### src/rtl/seq_detect_param.sv
// Parametrised serial pattern detector with input qualifier, synchronous clear and registered pulse.
// Optional saturating match counter compiled in with `define SEQ_MATCH_CNT_EN.
module seq_detect_param #(
    parameter int unsigned PAT_LEN = 5,
    parameter logic [31:0] PATTERN = 32'b10010,
    parameter bit          REPEAT  = 1'b1,
    parameter int unsigned CNT_W   = 8
) (
    input  logic             clk,
    input  logic             rst_n,
    input  logic             clr,
    input  logic             data_en,
    input  logic             data_in,
    output logic             data_out,
    output logic [CNT_W-1:0] match_cnt
);

    localparam int unsigned FILL_W = $clog2(PAT_LEN + 1);
    localparam logic [FILL_W-1:0]  FILL_MAX = FILL_W'(PAT_LEN);
    localparam logic [PAT_LEN-1:0] PAT      = PATTERN[PAT_LEN-1:0];

    if (PAT_LEN < 2 || PAT_LEN > 32) begin : g_bad_len
        $error("seq_detect_param: PAT_LEN=%0d outside legal range 2..32", PAT_LEN);
    end

    logic [PAT_LEN-1:0] r_hist;
    logic [FILL_W-1:0]  r_fill;
    logic               r_out;

    logic [PAT_LEN-1:0] w_next_hist;
    logic [FILL_W-1:0]  w_next_fill;
    logic               w_hit;

    always_comb begin
        w_next_hist = {r_hist[PAT_LEN-2:0], data_in};
        w_next_fill = (r_fill == FILL_MAX) ? r_fill : r_fill + FILL_W'(1);
        // Fill gating keeps reset zeros from matching an all-zero pattern.
        w_hit       = (w_next_fill == FILL_MAX) && (w_next_hist == PAT);
    end

    always_ff @(posedge clk or negedge rst_n) begin
        if (!rst_n) begin
            r_hist <= '0;
            r_fill <= '0;
            r_out  <= 1'b0;
        end else if (clr) begin
            r_hist <= '0;
            r_fill <= '0;
            r_out  <= 1'b0;
        end else if (data_en) begin
            r_hist <= w_next_hist;
            r_out  <= w_hit;
            // Non-overlapping mode demands a full set of fresh bits after each match.
            if (!REPEAT && w_hit) begin
                r_fill <= '0;
            end else begin
                r_fill <= w_next_fill;
            end
        end else begin
            r_out <= 1'b0;
        end
    end

    assign data_out = r_out;

`ifdef SEQ_MATCH_CNT_EN
    logic [CNT_W-1:0] r_cnt;

    always_ff @(posedge clk or negedge rst_n) begin
        if (!rst_n) begin
            r_cnt <= '0;
        end else if (clr) begin
            r_cnt <= '0;
        end else if (data_en && w_hit && (r_cnt != '1)) begin
            r_cnt <= r_cnt + CNT_W'(1);
        end
    end

    assign match_cnt = r_cnt;
`else
    assign match_cnt = '0;
`endif

endmodule

### config.mk
export PLATFORM = sky130hd
export DESIGN_NAME = seq_detect_param
export DESIGN_NICKNAME = d
export VERILOG_FILES = /design/src/rtl/seq_detect_param.sv
export SDC_FILE = /design/constraint.sdc
export NUM_CORES = 1
export LEC_CHECK = 0
export CAP_MARGIN = 15
export CELL_PAD_IN_SITES_DETAIL_PLACEMENT = 1
export CELL_PAD_IN_SITES_GLOBAL_PLACEMENT = 2
export CORE_ASPECT_RATIO = 0.8
export CORE_MARGIN = 2
export CORE_UTILIZATION = 25
export CTS_CLUSTER_SIZE = 8
export DETAILED_ROUTE_END_ITERATION = 12
export PLACE_DENSITY_LB_ADDON = 0.1
export SLEW_MARGIN = 0
export SYNTH_ARGS = -nofsm -noshare
export SYNTH_HDL_FRONTEND = slang
export SYNTH_SLANG_ARGS = --single-unit
### constraint.sdc
create_clock -name clk -period 1.76 [get_ports clk]
set_input_delay 0.352 -clock clk [delete_from_list [all_inputs] [get_ports clk]]
set_output_delay 0.352 -clock clk [all_outputs]
set_load 0.01 [all_outputs]
==> flow_summary_export.csv, run 1 <==
group,metric,value,unit
routing,post_drt_wl_per_cell,11.9,µm
timing,final_hold_viol_count,0,
clock_network,cts_resized,0,
critical_path,ff2ff_setup_slack,0.46,ns
timing,clock_skew,0.00441,ns
clock_network,clock-root-buffer,"clkbuf_4",
global_route,grt_pass1_wl,1480,µm
floorplanning,die_w,53.0,µm
clock_network,clock-sinks,8,
logic_synthesis,synth_cells,43,
clock_network,clk_pin_slew_worst_paths,0.06,ns
critical_path,cp_num_cells,1,
floorplanning,core,1840,µm²
global_route,antenna_found_initial,0,
final_layout,layout.nets,59,
critical_path,rr_worst_depth,3,
logic_synthesis,syn_area,479,µm²
clock_network,clk_latency,0.25,ns
logic_synthesis,yosysWarningCount,0,
floorplanning,initial_core_util,26.1,%
routing,drtIter0Drc,3,
critical_path,cp_num_buf_inv,1,
logic_synthesis,synthSimpleGateAreaFrac,15.9,%
clock_network,cts_hold_buf,0,
clock_network,htreeDepth,1,
critical_path,crit_end,"data_out",
logic_synthesis,ys_seq_area_share,41.8,%
global_route,grt_max_degree,9,
logic_synthesis,synth-xor-area-share,0,%
routing,first_pass_iters,3,
timing,min_period,1.44,ns
power_and_ir_drop,power.density,733,nW/µm²
clock_network,clockBufferDepth,2,
critical_path,crit_family,"buffers and inverters",
timing,rsz0062_at_grt,"false",
place,dp_hpwl,689,µm
floorplanning,pin_count,14,
critical_path,worstSetupEndpointType,"output pin",
critical_path,start_kind,"flop",
routing,final_antenna_net_count,0,
power_and_ir_drop,ir_worst_vdd,0.188,mV
global_route,grt-ovfl-total,0,
routing,via_count,289,
status,status,"completed",
critical_path,crit_path_start,"data_out$_DFF_PN0_",
power_and_ir_drop,p_total,0.401,mW
final_layout,antenna-diode-count,0,
routing,drc,0,
timing,fin_setup_tns,0,ns
final_layout,syn_to_final_growth,14.1,%
logic_synthesis,synth_seq_cells,8,
critical_path,path_class,"flop to output pin",
logic_synthesis,yosys.area_share.adder,5.22,%
clock_network,cts_setup_buffers,0,
timing,setup_viol,0,
timing,setup_ws,0.316,ns
timing,period_share,82.1,%
logic_synthesis,ys_top_cells_by_area,"dfrtp_1, buf_4, mux2i_1",
global_route,grtUsageTotal,10.1,%
timing,slew_violations,0,
worst_hold_path,min_path_type,"input port to async pin",
clock_network,cts_tree,"yes",
power_and_ir_drop,power.leakage,0.273,nW
critical_path,r2r_start,"r_fill[0]$_DFFE_PN0P_",
global_route,grt_pass1_vias,327,
critical_path,cp.required,1.41,ns
floorplanning,die_area,2290,µm²
critical_path,crit_chain,"clkdlybuf4s50_1",
critical_path,critical-path-max-stage-delay,0.53,ns
flow_run,cap_viol_max_count,0,
clock_network,cts_made_buffers,3,
logic_synthesis,muxShareOfSynthArea,14.6,%
critical_path,critPathArrivalTime,1.09,ns
timing,max_freq,692,MHz
logic_synthesis,synth_top_area_share,41.8,%
critical_path,regToRegEndpoint,"r_fill[0]$_DFFE_PN0P_",
logic_synthesis,synthDistinctLibCells,17,
routing,vias_per_cell,3.91,
place,gp_congestion,0.680,
place,post-place-ws,0.261,ns
place,io_buffers,5,
floorplanning,fp-row-count,14,
logic_synthesis,postSynthAreaPerCell,11.1,µm²
critical_path,crit_fanout,1,
floorplanning,die_y,43.2,µm
critical_path,cpMaxStageDelayCell,"clkdlybuf4s50_1",
final_layout,num-fill-cells,218,
final_layout,drive_above_1_share,18.0,%
logic_synthesis,synth_top_family_by_area,"buffers and inverters",
logic_synthesis,synth-compound-area-share,4.96,%
routing,wl,884,µm
logic_synthesis,yosysTopAreaCell,"dfrtp_1",
## placed cells by master (no fill, tap or decap)
master	synthesis	final
inv_1	1	1
and4bb_2	1	1
dfrtp_1	8	8
conb_1	1	8
clkdlybuf4s50_1	0	5
a21oi_1	1	1
a21boi_4	1	1
ha_1	2	2
mux2i_1	4	4
nor2_1	6	6
nor2b_1	2	2
nand4b_1	1	1
buf_4	8	2
mux2_4	2	2
nor3_1	2	2
and4b_1	1	1
clkbuf_4	0	3
## sequential cells by signal, summed over array words and instances (netlist names)
signal,cells
data_out,1
r_hist,4
r_fill,3
## where the power goes
group          internal, mW  total [mW]  switching, mW
sequential            0.191       0.198        0.00715
combinational        0.0299      0.0614         0.0315
clock                0.0781       0.141         0.0630
## metal layers
metal | vias to the layer above | part of all wire (%) | GRT usage, %
li1 | 141 | - | -
met1 | 138 | 45 | 11.3
met2 | 8 | 48 | 14.2
met3 | 2 | 5.1 | 5.28
met4 | 0 | 0.90 | 7.69
met5 | - | 0 | 0
## per-stage QoR
step	area, µm²	std cells	utilization (%)	hold slack [ns]
finish	547	74	29.7	0.389
global route	547	74	29.7	0.397
CTS	547	74	29.7	0.395
detailed placement	524	71	28.5	0.523
global placement	524	71	28.5	0.495
floorplan	505	50	-	0.0564
## cell families after synthesis
| group | count (synthesis) |
|---|---|
| adders and majority gates | 2 |
| buffers and inverters | 11 |
| other | 1 |
| AOI/OAI and AO/OA | 2 |
| muxes | 6 |
| DFF | 8 |
| and+or+nand+nor | 13 |
## Yosys cell counts
cell type	number
a21boi_4	1
a21oi_1	1
and4b_1	1
and4bb_2	1
buf_2	1
buf_4	8
buf_6	1
conb_1	1
dfrtp_1	8
ha_1	2
inv_1	1
mux2_4	2
mux2i_1	4
nand4b_1	1
nor2_1	6
nor2b_1	2
nor3_1	2
## worst min path at each step
stage	start	endpoint	slack [ns]	cells past startpoint
5_1_grt	rst_n	r_hist[0]$_DFFE_PN0P_	0.40	1
4_1_cts	rst_n	r_hist[0]$_DFFE_PN0P_	0.39	1
6_report	rst_n	r_fill[1]$_DFFE_PN0P_	0.39	1
3_5_place_dp	r_hist[3]$_DFFE_PN0P_	r_hist[3]$_DFFE_PN0P_	0.52	2
2_1_floorplan	rst_n	data_out$_DFF_PN0_	0.06	0
3_3_place_gp	r_hist[3]$_DFFE_PN0P_	r_hist[3]$_DFFE_PN0P_	0.50	2
## area by class of cell
| class | count | area (µm²) | area share (%) |
|---|---|---|---|
| multi-input combinational | 31 | 225 | 41.2 |
| inverter | 1 | 3.75 | 0.686 |
| timing repair buffer | 7 | 65.1 | 11.9 |
| clock buffer | 3 | 22.5 | 4.12 |
| tap | 24 | 30.0 | 5.49 |
| sequential | 8 | 200 | 36.6 |
(Power assumes the default switching activity.)
==> run 2: changes to the inputs <==
--- a/config.mk
+++ b/config.mk
@@ -10,7 +10,7 @@
 export CELL_PAD_IN_SITES_GLOBAL_PLACEMENT = 2
 export CORE_ASPECT_RATIO = 0.8
 export CORE_MARGIN = 2
-export CORE_UTILIZATION = 25
+export CORE_UTILIZATION = 24
 export CTS_CLUSTER_SIZE = 8
 export DETAILED_ROUTE_END_ITERATION = 12
 export PLACE_DENSITY_LB_ADDON = 0.1
==> constraint.sdc (replaced) <==
create_clock -name clk -period 1.17 [get_ports clk]
set_input_delay 0.234 -clock clk [delete_from_list [all_inputs] [get_ports clk]]
set_output_delay 0.234 -clock clk [all_outputs]
set_load 0.01 [all_outputs]
==> run 2 against run 1 <==
  * The run now ends with setup timing left
  * First-iteration DRC count down 100%
  * Die area is 3.8% higher
  * Power up 59%
  * Design area rose by 11%
  * Cell count increased by 5.4%
  * Combinational power is 110% higher
  * Non-clock buffer count increased by 4
  * Utilization grew 2.6 points
  * Global-route usage grew 1.3 points
  * Register-to-register slack worse by 0.51 ns
  * Critical path type is now flop to flop
  * Largest cell class unchanged
  * Largest power group unchanged
==> flow_summary_export.csv, run 2 (synthesis results as in run 1) <==
group,metric,value,unit
timing,min_period,1.22,ns
critical_path,start_kind,"flop",
timing,setup_ws,-0.0495,ns
floorplanning,die_y,44.0,µm
place,dp_hpwl,785,µm
floorplanning,core,1870,µm²
critical_path,path_class,"flop to flop",
final_layout,instances_no_fill,78,
critical_path,worstSetupEndpointType,"flop",
timing,final_hold_viol_count,0,
routing,wl,1030,µm
floorplanning,initial_core_util,25.6,%
power_and_ir_drop,power.leakage,0.303,nW
clock_network,clk_pin_slew_worst_paths,0.06,ns
worst_hold_path,min_path_type,"input port to async pin",
power_and_ir_drop,p_total,0.637,mW
final_layout,final-seq-area,201,µm²
routing,final_antenna_net_count,0,
global_route,grtUsageTotal,11.4,%
routing,post_drt_wl_per_cell,13.2,µm
final_layout,layout.nets,63,
status,status,"complete, but fails checks",
final_layout,syn_to_final_growth,26.4,%
final_layout,multi_input_area,250,µm²
global_route,antenna_found_initial,0,
global_route,grt_pass1_vias,349,
timing,slew_violations,0,
floorplanning,die_w,54.0,µm
timing,max_freq,820,MHz
clock_network,htreeDepth,1,
timing,fin_setup_tns,-0.0816,ns
global_route,grt_pass1_wl,1740,µm
global_route,grt-ovfl-total,0,
timing,rsz0062_at_grt,"true",
clock_network,clock-root-buffer,"clkbuf_4",
critical_path,cp.required,1.31,ns
clock_network,cts_tree,"yes",
place,placed_cells,74,
final_layout,antenna-diode-count,0,
clock_network,cts_made_buffers,3,
floorplanning,die_area,2370,µm²
clock_network,clockBufferDepth,2,
place,dpl_cell_area,549,µm²
final_layout,num-fill-cells,213,
routing,first_pass_iters,1,
timing,clock_skew,0.00847,ns
floorplanning,pin_count,14,
flow_run,cap_viol_max_count,0,
routing,vias_per_cell,4.09,
final_layout,drive_above_1_share,31.5,%
timing,period_share,104,%
clock_network,clk_latency,0.25,ns
global_route,grt_max_degree,9,
critical_path,critPathArrivalTime,1.36,ns
power_and_ir_drop,power.density,1050,nW/µm²
final_layout,largest_register_ffs,4,
place,io_buffers,5,
timing,setup_viol,2,
routing,drc,0,
final_layout,top_register,"r_hist",
status,violations,"setup timing",
critical_path,crit_fanout,3,
final_layout,final_cell_mix,"conb_1, dfrtp_1, nor2_1",
floorplanning,fp-row-count,14,
power_and_ir_drop,ir_worst_vdd,0.439,mV
final_layout,fin_area,606,µm²
place,gp_congestion,0.701,
routing,drtIter0Drc,0,
final_layout,mostFrequentLayoutCell,"conb_1",
clock_network,clock-sinks,8,
routing,via_count,319,
run 2: routing by layer:
metal	up-vias	global-route usage (%)	routed length, µm
met3	0	7.24	74
met2	14	19.5	561
met4	0	3.08	0
li1	150	-	-
met5	-	0	0
met1	155	11.4	395
run 2: worst paths after layout:
kind / slack, ns / cells past startpoint / endpoint / start
setup / recovery: -0.05 / 3 / r_fill[1]$_DFFE_PN0P_ / r_fill[0]$_DFFE_PN0P_
hold / removal: 0.27 / 1 / r_fill[2]$_DFFE_PN0P_ / rst_n
setup reg to reg: -0.05 / 3 / r_fill[1]$_DFFE_PN0P_ / r_fill[0]$_DFFE_PN0P_
hold reg to reg: 0.53 / 2 / r_hist[3]$_DFFE_PN0P_ / r_hist[3]$_DFFE_PN0P_
max in group asynchronous: 0.60 / 1 / r_fill[0]$_DFFE_PN0P_ / rst_n
min in group clk: 0.53 / 2 / r_hist[3]$_DFFE_PN0P_ / r_hist[3]$_DFFE_PN0P_
run 2: area by class of cell:
cell class                      instances  share of cell area, %
Multi-Input combinational cell         31                   41.3
Clock buffer                            3                   3.72
Inverter                                1                  0.620
Timing Repair Buffer                   11                   16.1
Tap cell                               24                   4.96
Sequential cell                         8                   33.3
run 2: power by group:
group / leakage (nW) / internal [mW] / switching (mW)
Clock: 0.0138 / 0.117 / 0.0927
Sequential: 0.108 / 0.288 / 0.0112
Combinational: 0.182 / 0.0689 / 0.0589
Total: 0.303 / 0.475 / 0.163
run 2: what timing repair did:
action                     CTS  global route
resized for setup            4             2
cloned                       0             0
buffers inserted             1             0
hold buffers                 0             0
setup endpoints to repair    4             3
run 2: worst max-delay path: stages (launching register included):
cell	delay, ns
dfrtp_2	0.44
ha_4	0.18
a21boi_4	0.16
mux2_4	0.32
run 2: per-stage QoR:
| step | worst slack, ns | utilization [%] | hold WS [ns] |
|---|---|---|---|
| 2_1_floorplan | 0.00767 | - | -0.0616 |
| 3_3_place_gp | -0.193 | 29.3 | 0.504 |
| 3_5_place_dp | -0.230 | 29.3 | 0.520 |
| 4_1_cts | -0.0501 | 32.0 | 0.277 |
| 5_1_grt | -0.0701 | 32.3 | 0.312 |
| 6_report | -0.0495 | 32.3 | 0.267 |
==> run 3: changes to the inputs <==
--- a/config.mk
+++ b/config.mk
@@ -9,11 +9,11 @@
 export CELL_PAD_IN_SITES_DETAIL_PLACEMENT = 1
 export CELL_PAD_IN_SITES_GLOBAL_PLACEMENT = 2
 export CORE_ASPECT_RATIO = 0.8
-export CORE_MARGIN = 2
+export CORE_MARGIN = 4
 export CORE_UTILIZATION = 24
 export CTS_CLUSTER_SIZE = 8
 export DETAILED_ROUTE_END_ITERATION = 12
-export PLACE_DENSITY_LB_ADDON = 0.1
+export PLACE_DENSITY = 0.71
 export SLEW_MARGIN = 0
 export SYNTH_ARGS = -nofsm -noshare
 export SYNTH_HDL_FRONTEND = slang
==> run 3 against run 2 <==
  * The run still ends with setup timing left
  * Utilization decreased by 2.0 points
  * Routed wire length decreased by 15%
  * Cell count is 1.3% lower
  * Critical path type unchanged
  * Combinational power is 16% lower
  * Non-clock buffer count is 1 lower
  * Setup slack gained 0.036 ns
  * Hold slack improved by 0.00083 ns
  * Design area decreased by 5.4%
  * Highest routed layer is now met4
==> flow_summary_export.csv, run 3 (synthesis results as in run 1) <==
group,metric,value,unit
power_and_ir_drop,power.leakage,0.289,nW
routing,wl,873,µm
final_layout,final_cell_mix,"conb_1, dfrtp_1, nor2_1",
flow_run,cap_viol_max_count,0,
global_route,grt-ovfl-total,0,
clock_network,clock-sinks,8,
final_layout,num-fill-cells,214,
global_route,grtUsageTotal,7.66,%
final_layout,drive_above_1_share,26.4,%
timing,max_freq,845,MHz
critical_path,crit_fanout,2,
timing,min_period,1.18,ns
floorplanning,die_y,48.0,µm
clock_network,clk_pin_slew_worst_paths,0.06,ns
clock_network,cts_hold_buf,0,
global_route,grt_pass1_wl,1390,µm
global_route,antenna_found_initial,0,
floorplanning,initial_core_util,25.3,%
routing,drc,0,
critical_path,cp.required,1.30,ns
critical_path,critPathArrivalTime,1.32,ns
floorplanning,die_area,2780,µm²
routing,first_pass_iters,3,
status,violations,"setup timing",
routing,drtIter0Drc,3,
critical_path,regToRegEndpoint,"r_fill[1]$_DFFE_PN0P_",
final_layout,multi_input_area,230,µm²
critical_path,rr_worst_depth,3,
routing,post_drt_wl_per_cell,11.3,µm
clock_network,clock-root-buffer,"clkbuf_4",
clock_network,clk_latency,0.25,ns
routing,final_antenna_net_count,0,
place,gp_congestion,0.687,
final_layout,final-seq-area,200,µm²
timing,clock_skew,0.00695,ns
global_route,grt_pass1_vias,307,
timing,slew_violations,0,
clock_network,htreeDepth,1,
critical_path,ff2ff_setup_slack,-0.01,ns
critical_path,start_kind,"flop",
power_and_ir_drop,swShare,24.8,%
timing,period_share,101,%
power_and_ir_drop,ir_worst_vdd,0.529,mV
timing,rsz0062_at_grt,"true",
clock_network,clockBufferDepth,2,
power_and_ir_drop,p_total,0.613,mW
status,status,"complete, but fails checks",
place,dp_hpwl,685,µm
critical_path,worstSetupEndpointType,"flop",
clock_network,cts_made_buffers,3,
timing,fin_hold_ws,0.268,ns
power_and_ir_drop,power.density,1070,nW/µm²
worst_hold_path,min_path_type,"input port to async pin",
critical_path,path_class,"flop to flop",
critical_path,r2r_start,"r_fill[0]$_DFFE_PN0P_",
power_and_ir_drop,internal-power,0.461,mW
power_and_ir_drop,pwr-share-seq,48.2,%
timing,setup_viol,2,
clock_network,cts_tree,"yes",
final_layout,syn_to_final_growth,19.6,%
place,io_buffers,5,
routing,via_count,307,
routing,vias_per_cell,3.99,
final_layout,largest_register_ffs,4,
floorplanning,pin_count,14,
final_layout,layout.nets,62,
power_and_ir_drop,power_frac_comb,17.7,%
floorplanning,core,1890,µm²
power_and_ir_drop,p_switching,0.152,mW
power_and_ir_drop,pwr-share-clk,34.1,%
timing,final_hold_viol_count,0,
final_layout,top_register,"r_hist",
global_route,grt_max_degree,9,
final_layout,antenna-diode-count,0,
floorplanning,die_w,58.0,µm
floorplanning,fp-row-count,14,
timing,setup_ws,-0.0140,ns
[run 3: layout make-up]
cell class                 instances  share of cell area, %
sequential                         8                   34.9
multi-input combinational         31                   40.2
clock buffer                       3                   3.93
timing repair buffer              10                   15.1
inverter                           1                  0.655
tap                               24                   5.24
[run 3: worst max-delay path by stage]
stage	from	end	slack (ns)	cells after the start
2_1_floorplan	r_fill[1]$_DFFE_PN0P_	r_fill[0]$_DFFE_PN0P_	0.008	4
3_3_place_gp	data_en	r_fill[1]$_DFFE_PN0P_	-0.20	3
3_5_place_dp	data_en	r_fill[0]$_DFFE_PN0P_	-0.20	3
4_1_cts	r_fill[1]$_DFFE_PN0P_	r_fill[1]$_DFFE_PN0P_	-0.02	4
5_1_grt	r_fill[1]$_DFFE_PN0P_	r_fill[1]$_DFFE_PN0P_	-0.04	4
6_report	r_fill[0]$_DFFE_PN0P_	r_fill[1]$_DFFE_PN0P_	-0.01	3
[run 3: metrics by stage]
step	setup WS (ns)	area, µm²	cells	util (%)	TNS [ns]
3_5_place_dp	-0.202	549	74	29.0	-1.03
3_3_place_gp	-0.196	549	74	29.0	-1.01
2_1_floorplan	0.00767	508	50	-	0
4_1_cts	-0.0238	571	77	30.2	-0.0455
6_report	-0.0140	573	77	30.3	-0.0207
5_1_grt	-0.0448	573	77	30.3	-0.101
[run 3: what timing repair did]
action,4_1_cts,5_1_grt
buffers inserted,0,0
setup endpoints to repair,3,3
pin swaps,0,1
cloned,0,0
resized for setup,1,1
endpoints found under the hold margin,0,0
[run 3: power by group through the flow]
stage | combinational [mW] | clock, mW | sequential (mW)
floorplan | 0.0846 | 0 | 0.300
global placement | 0.107 | 0 | 0.300
detailed placement | 0.108 | 0 | 0.300
CTS | 0.109 | 0.224 | 0.295
global route | 0.121 | 0.242 | 0.297
finish | 0.108 | 0.209 | 0.295
[run 3: metal layers]
layer | up-vias | routed length, µm | global-route usage [%]
met1 | 148 | 356 | 7.53
met5 | - | 0 | 0
met2 | 9 | 429 | 11.9
li1 | 148 | - | -
met3 | 2 | 74 | 5.93
met4 | 0 | 12 | 4.17
[run 3: worst max-delay path, cell delays in order, from the launching register on]
cell      delay (ns)
dfrtp_1         0.38
ha_2            0.20
a21boi_4        0.16
mux2_4          0.31
